## config.mk

```make
export PLATFORM = sky130hd
export DESIGN_NAME = vec_accum_stream
export DESIGN_NICKNAME = d
export VERILOG_FILES = /design/src/rtl/vec_accum_stream.sv
export SDC_FILE = /design/constraint.sdc
export NUM_CORES = 2
export LEC_CHECK = 0
export ABC_AREA = 1
export CORE_UTILIZATION = 40
export DETAILED_ROUTE_END_ITERATION = 6
export GPL_TIMING_DRIVEN = 0
export HOLD_SLACK_MARGIN = 0.1
export PLACE_DENSITY = 0.61
export SLEW_MARGIN = 10
export SYNTH_ARGS = -nofsm -noshare
export SYNTH_HDL_FRONTEND = slang
export SYNTH_SLANG_ARGS = --single-unit
```

## constraint.sdc

```tcl
create_clock -name clk -period 18 [get_ports clk]
set_input_delay 1.8 -clock clk [delete_from_list [all_inputs] [get_ports clk]]
set_output_delay 1.8 -clock clk [all_outputs]
set_load 0.02 [all_outputs]
```

## src/rtl/vec_accum_stream.sv

```systemverilog
// Streaming per-lane frame reducer: sums, maxima or sums of squares over FRAME
// input beats, with results queued in a small output FIFO.
module vec_accum_stream #(
   parameter int LANES  = 8,
   parameter int DW     = 8,
   parameter int OW     = 32,
   parameter int FRAME  = 4,
   parameter int ODEPTH = 2
) (
   input  logic                  clk,
   input  logic                  rst,
   input  logic                  din_vld,
   output logic                  din_busy,
   input  logic [LANES*DW-1:0]   din_data,
   input  logic [1:0]            cfg_mode,
   output logic                  dout_vld,
   input  logic                  dout_busy,
   output logic [LANES*OW-1:0]   dout_data
);

   localparam int CW = (FRAME > 1) ? $clog2(FRAME) : 1;
   localparam int PW = (ODEPTH > 1) ? $clog2(ODEPTH) : 1;
   localparam int NW = $clog2(ODEPTH + 1);

   localparam logic [CW-1:0] C_LAST = CW'(FRAME - 1);
   localparam logic [PW-1:0] P_LAST = PW'(ODEPTH - 1);
   localparam logic [NW-1:0] N_FULL = NW'(ODEPTH);

   logic [CW-1:0]          r_cnt;
   logic [1:0]             r_mode;
   logic [PW-1:0]          r_wr_ptr;
   logic [PW-1:0]          r_rd_ptr;
   logic [NW-1:0]          r_count;
   logic [LANES*OW-1:0]    r_mem [ODEPTH];

   logic                   w_full;
   logic                   w_empty;
   logic                   w_first;
   logic                   w_last;
   logic                   w_accept;
   logic                   w_push;
   logic                   w_pop;
   logic [1:0]             w_mode;
   logic [LANES*OW-1:0]    w_result;

   assign w_full   = (r_count == N_FULL);
   assign w_empty  = (r_count == '0);
   assign w_first  = (r_cnt == '0);
   assign w_last   = (r_cnt == C_LAST);
   assign w_pop    = ~w_empty & ~dout_busy;

   // Only a frame-completing beat can overflow the FIFO; earlier beats always go in.
   assign din_busy = rst | (w_full & w_last & dout_busy);
   assign w_accept = din_vld & ~din_busy;
   assign w_push   = w_accept & w_last;

   // The first beat of a frame uses the live mode; later beats use the latched copy.
   assign w_mode   = w_first ? cfg_mode : r_mode;

   always_ff @(posedge clk or posedge rst) begin
      if (rst) begin
         r_cnt  <= '0;
         r_mode <= '0;
      end else if (w_accept) begin
         r_cnt <= w_last ? '0 : r_cnt + CW'(1);
         if (w_first) begin
            r_mode <= cfg_mode;
         end
      end
   end

   genvar gi;
   generate
      for (gi = 0; gi < LANES; gi++) begin : g_lane
         logic [OW-1:0] r_acc;
         logic [OW-1:0] w_x;
         logic [OW-1:0] w_sq;
         logic [OW-1:0] w_res;

         assign w_x  = OW'(din_data[gi*DW +: DW]);
         assign w_sq = w_x * w_x;

         always_comb begin
            case (w_mode)
               2'd1:    w_res = (w_x > r_acc) ? w_x : r_acc;
               2'd2:    w_res = r_acc + w_sq;
               default: w_res = r_acc + w_x;
            endcase
         end

         always_ff @(posedge clk or posedge rst) begin
            if (rst) begin
               r_acc <= '0;
            end else if (w_accept) begin
               r_acc <= w_last ? '0 : w_res;
            end
         end

         assign w_result[gi*OW +: OW] = w_res;
      end
   endgenerate

   always_ff @(posedge clk or posedge rst) begin
      if (rst) begin
         r_wr_ptr <= '0;
         r_rd_ptr <= '0;
         r_count  <= '0;
      end else begin
         if (w_push) begin
            r_wr_ptr <= (r_wr_ptr == P_LAST) ? '0 : r_wr_ptr + PW'(1);
         end
         if (w_pop) begin
            r_rd_ptr <= (r_rd_ptr == P_LAST) ? '0 : r_rd_ptr + PW'(1);
         end
         case ({w_push, w_pop})
            2'b10:   r_count <= r_count + NW'(1);
            2'b01:   r_count <= r_count - NW'(1);
            default: r_count <= r_count;
         endcase
      end
   end

   always_ff @(posedge clk) begin
      if (w_push) begin
         r_mem[r_wr_ptr] <= w_result;
      end
   end

   // Storage is not reset, so the head is masked to zero whenever the FIFO is empty.
   assign dout_vld  = ~w_empty;
   assign dout_data = w_empty ? '0 : r_mem[r_rd_ptr];

endmodule

```

# --- After elaboration in Yosys (flattened, before gate mapping) ---
# Memory sizes are Yosys's and may differ from the RTL's.
# Cells that the tools add are included.
op_classes:
  addsub: 21
  multipliers: 8
  div: 0
  magnitude_cmp: 8
  n_eq_ne: 6
  shifts: 0
  muxes: 32
  bitwise_logic: 9
  n_reduce_logical: 3
op_table:
  columns: ["cell", "n"]
  rows:
  - ["32-bit 2-to-1 mux", 16]
  - ["32-bit case mux with 2 select lines", 8]
  - ["32-bit by 16-bit adder with 32-bit output", 8]
  - ["32-bit by 8-bit adder with 32-bit output", 8]
  - ["8-bit by 32-bit greater-than comparator with 1-bit output", 8]
  - ["256-bit 2-to-1 mux", 1]
  - ["8-bit by 8-bit multiplier with 16-bit output", 8]
  - ["2-bit equality test, second input constant", 4]
  - ["1-bit bitwise AND", 5]
  - ["2-bit by 1-bit adder with 2-bit output, second input constant", 2]
  - ["2-bit by 1-bit equality test with 1-bit output, second input constant", 2]
  - ["2-bit zero test", 2]
  - ["1-bit 2-to-1 mux", 4]
  - ["2-bit 2-to-1 mux", 2]
  - ["2-bit case mux with 2 select lines", 1]
  - ["1-bit inverter", 3]
  - ["1-bit adder, second input constant", 2]
  - ["2-bit nonzero test", 1]
  - ["2-bit by 1-bit subtractor with 2-bit output, second input constant", 1]
  - ["1-bit bitwise OR", 1]
totals:
  regBits: 264
  latch_bits: 0
  ramBits: 512
  rom_bits: 0
  inputBits: 70
  out_inout_bits: 258
  wordCells: 101
  n_memories: 1
mem_list:
  columns: ["name", "words", "width", "read_ports", "rd_ports_with_merged_regs", "write_ports", "line_no", "source"]
  rows:
  - ["r_mem", 2, 256, 1, 0, 1, "34", "logic [LANES*OW-1:0] r_mem [ODEPTH];"]

# --- Depth between registers and ports, before layout ---
depth:
  ltp_word: 9
  mapped_depth: 30
  ltp_nobuf: 29

# --- Worst setup path after synthesis ---
# Ideal clock, no wire load.
synth_timing:
  path_type: "input to register"
  start: "in rst"
  end: "mem r_mem[0][0] (netlist bit), enable pin"
  setup_time_ns: 0.878
  arrival_time_ns: 18.985
  t_required_ns: 17.122
  setup_slack_ns: -1.863
  stages: 7
  n_path_buf: 2
  path_cell_list: "inv_1 -> nand3_1 -> buf_2 -> inv_1 -> buf_2 -> nand2_1 -> nor2_1"
synth_via:
  elab_chain_len: 6
synth_lines:
  columns: ["item", "line_no", "source"]
  rows:
  - ["start: declaration", "11", "input logic rst,"]
  - ["1-bit bitwise OR", "53", "assign din_busy = rst | (w_full & w_last & dout_busy);"]
  - ["1-bit inverter", "54", "assign w_accept = din_vld & ~din_busy;"]
  - ["1-bit bitwise AND", "54", null]
  - ["1-bit bitwise AND", "55", "assign w_push = w_accept & w_last;"]
  - ["1-bit 2-to-1 mux", "124", "if (w_push) begin"]
  - ["1-bit 2-to-1 mux (implied by the code)", "125", "r_mem[r_wr_ptr] <= w_result;"]
  - ["end: declaration", "34", null]
# Every way passes these cells.

# --- Final worst setup path ---
layout_timing:
  start: "in din_data[46]"
  end: "mem r_mem[1][172] (netlist bit), data pin"
layout_via:
  elab_chain_len: 3
  word_cells_on_any_way: 6
  classes_between: "2 x add/sub; 1 x mul; 1 x order compare; 2 x mux"
layout_lines:
  columns: ["item", "line_no", "source"]
  rows:
  - ["start: declaration", "14", "input logic [LANES*DW-1:0] din_data,"]
  - ["8-bit by 8-bit multiplier with 16-bit output or 8-bit by 32-bit greater-than comparator with 1-bit output (tied branches)", "81, 85", null]
  - ["32-bit by 16-bit adder with 32-bit output or 32-bit 2-to-1 mux (tied branches)", "86, 85", null]
  - ["32-bit case mux with 2 select lines *", "84", "case (w_mode)"]
  - ["named net g_lane[5].w_res[12]", "78", "logic [OW-1:0] w_res;"]
# Mark *: on every way through the listed nets, which the timed path passes. The rest lies on a longest branch.

==> results.txt <==
Worst Hold Class - flip-flop to flip-flop
initial antenna violation count - 33
met1 GRT Util - 0.464
Synth area leader - edfxtp_1
flops & latches, synth - 776
Tightest Pin Transition - 1.45 ns
Die X - 423 um
commonest non-fill, non-tap cell in the layout - nand2_1
wire per inst - 24.3 um
synthesized area - 70900 sq um
post-route cell area - 81200 sq um
Clock transition at path regs - 0.06 ns
most frequent cells in the layout - nand2_1 (3619), inv_1 (1660), nand3_1 (779)
setup TNS - 0 ns
startpoint of the worst hold path - r_mode[0]
Worst Hold Path EP - r_mode[0]
max frequency - 142 MHz
RSZ-0062 raised after global routing - false
H-tree levels - 3
status - complete, but fails checks
CTS Buf Count - 96
Place WS - 10.32 ns
initial DRC count - 8036
Startpoint Class - input pin
core area - 176000 sq um
start of the worst register-to-register path - g_lane[6].r_acc[6]
via count - 69908
nets - 11429
CP max stage delay - 0.58 ns
CP Data Arrival Time - 7.48 ns
top cells by area, synth - edfxtp_1 (22%), nand2_1 (19%), dfrtp_1 (9.3%)
largest net degree at the start of global routing - 99
total wire length - 316 mm
Die Y - 423 um
die area - 179000 sq um
Vias/cell - 5.37
Cells after Synth - 10129
I/O pins - 328
Pleak - 0.0413 uW
M2 GR Usage - 0.526
Slowest-stage cell, CP - clkdlybuf4s50_1
Distinct cells, synth - 59
crit path kind - input pin to flip-flop
asr flop ratio synth - 0.340
Final WS setup - 10.95 ns
port bufs - 327
# setup viols final - 0
Routed Antenna Nets - 0
Clock Skew - 0.0544 ns
clock root buffer - clkbuf_16
clk_lat worst skew - 0.80 ns
worst r2r path cells - 15
Final HPWL DP - 243 mm
GRT overflow - 0
Initial Utilization - 0.402
DRC violations left - 4
Total GRT Usage - 0.347
Core Rows - 154
syn avg cell area - 7.00 sq um
final period utilization - 0.392
Synthesized Nets - 10970
top-area cell type share of the netlist area - 0.217
first-pass GRT wire length - 452 mm
Post-synth EDFFs - 512
Top FF cell, synth - edfxtp_1
WP data required - 18.44 ns
maximum fanout along the worst path - 9
PostCTS Resize Cnt - 0
VDD IR-drop max - 217 uV
failing checks - design-rule violations
Post-CTS Setup Bufs - 0
Reg-to-Reg End - r_mem[1][201]
share of layout cells above drive strength 1 - 0.0501
grt peak-use layer - met2
number of global-route vias before repair - 65109
met3 Use GR - 0.0671
Final Hold Vio Count - 0
area of placed instances - 77900 sq um
clk sinks - 776
power per cell area - 217 nW/um^2
CTS max path bufs - 3
Ys Warns - 0
sequential-to-total area share from yosys stat - 0.310
hold path depth - 2
total iterations of the first detailed-routing run - 7
# hold bufs at CTS - 0
CP cell instances - clkdlybuf4s50_1, clkbuf_1, nand2_1, xor2_1, ha_1, o21bai_1, fa_1, fa_1, inv_1, fa_1, inv_1, ha_1, nand2_1, nand2_1, a21oi_1, nand3_1, or2_2, nand3_1, nand3_1
min Tclk post-route - 7.05 ns
CTS tree - done
Syn-to-layout area delta - 14.6%
FILL cells - 18103
GPL Wtd Cong - 1.02
flop2flop setup slack - 12.89 ns
final core utilization - 0.461
max_cap viols - 0
Final Max Slew Viols - 0
Setup crit end kind - flip-flop
slew margin rel. - 0.0360
[per-layer routing]
layer,up-vias,share of wire
li1,32690,-
met1,33438,0.42
met2,3095,0.43
met3,669,0.088
met4,16,0.061
met5,-,0.00038
[power by group]
| group | leakage [uW] | switching (uW) | internal (uW) |
|---|---|---|---|
| clock | 0.00158 | 906 | 1190 |
| sequential | 0.00819 | 297 | 2560 |
| combinational | 0.0315 | 9240 | 3430 |
[cells in the mapped netlist, types with 13 or more instances]
library cell  number
o211ai_1          35
buf_1             38
a21oi_1          519
inv_1           1661
nor2_2            19
fa_1             304
nand2_1         3619
nand2_2           23
a21boi_0          23
edfxtp_1         512
clkbuf_1         230
nor3_2            13
o21ai_1           25
o21bai_1          39
buf_6             15
nand3b_1          26
ha_1             467
nor2_1           589
o21ai_0          295
nor3_1            73
xnor2_1           29
or2_2             28
xor2_1           100
o22ai_1           21
dfrtp_1          264
nand4_1           98
inv_2             23
nand3_1          779
buf_2             93
and2_1            51
[how the worst max path moves through the flow]
stage                      start             to  slack, ns  cells after the start
global route        din_data[46]  r_mem[0][180]      10.75                     22
floorplan                    rst    r_mem[0][0]      -1.86                      7
CTS                 din_data[49]  r_mem[0][201]      11.16                     19
global placement             rst  r_mem[1][195]     -16.17                      8
finish              din_data[46]  r_mem[1][172]      10.95                     19
detailed placement  din_data[49]  r_mem[0][201]      10.32                     19
[cell type report]
class | instances | area [sq um] | share of cell area
Clock inverter | 57 | 663 | 0.00817
Timing Repair Buffer | 361 | 4010 | 0.0493
Antenna cell | 9 | 22.5 | 0.000277
Clock buffer | 122 | 2610 | 0.0322
Buffer | 396 | 1850 | 0.0228
Tap cell | 2340 | 2930 | 0.0361
Multi-Input combinational cell | 7272 | 40800 | 0.503
Inverter | 1685 | 6330 | 0.0780
Sequential cell | 776 | 22000 | 0.271
[per-stage QoR]
stage,cells,hold WS [ns],power [uW]
5_1_grt,13013,0.521,18600
3_5_place_dp,12830,0.476,15200
2_1_floorplan,10129,0.448,9530
3_3_place_gp,12796,0.465,15000
4_1_cts,13009,0.493,17400
6_report,13018,0.491,17600
[cells by family (layout without fill, tap and decap cells)]
group / after synthesis / count (layout) / share of synthesized area
compound gates: 1001 / 1001 / 0.0773
xor+xnor: 129 / 129 / 0.0159
fa+ha+maj: 771 / 771 / 0.168
buf+inv: 2081 / 2621 / 0.114
flops: 776 / 776 / 0.310
mux: 8 / 8 / 0.00113
other cells: 0 / 9 / 0
simple gates: 5363 / 5363 / 0.313
[flip-flops by register name, indices dropped and copies added, names as in the netlist]
register and flops:
r_mem 512, g_lane.r_acc 256, r_cnt 2, r_count 2, r_mode 2, r_rd_ptr 1, r_wr_ptr 1
[worst max-delay path, delay by kind of cell]
family | cells | cell delay [ns]
adder cells (fa/ha/maj) | 5 | 2.15
AO/OA/AOI/OAI | 2 | 0.58
XOR/XNOR | 1 | 0.22
buffers and inverters | 4 | 1.19
AND/OR/NAND/NOR | 7 | 1.52
Note: power is estimated with default switching activity, not from simulation.
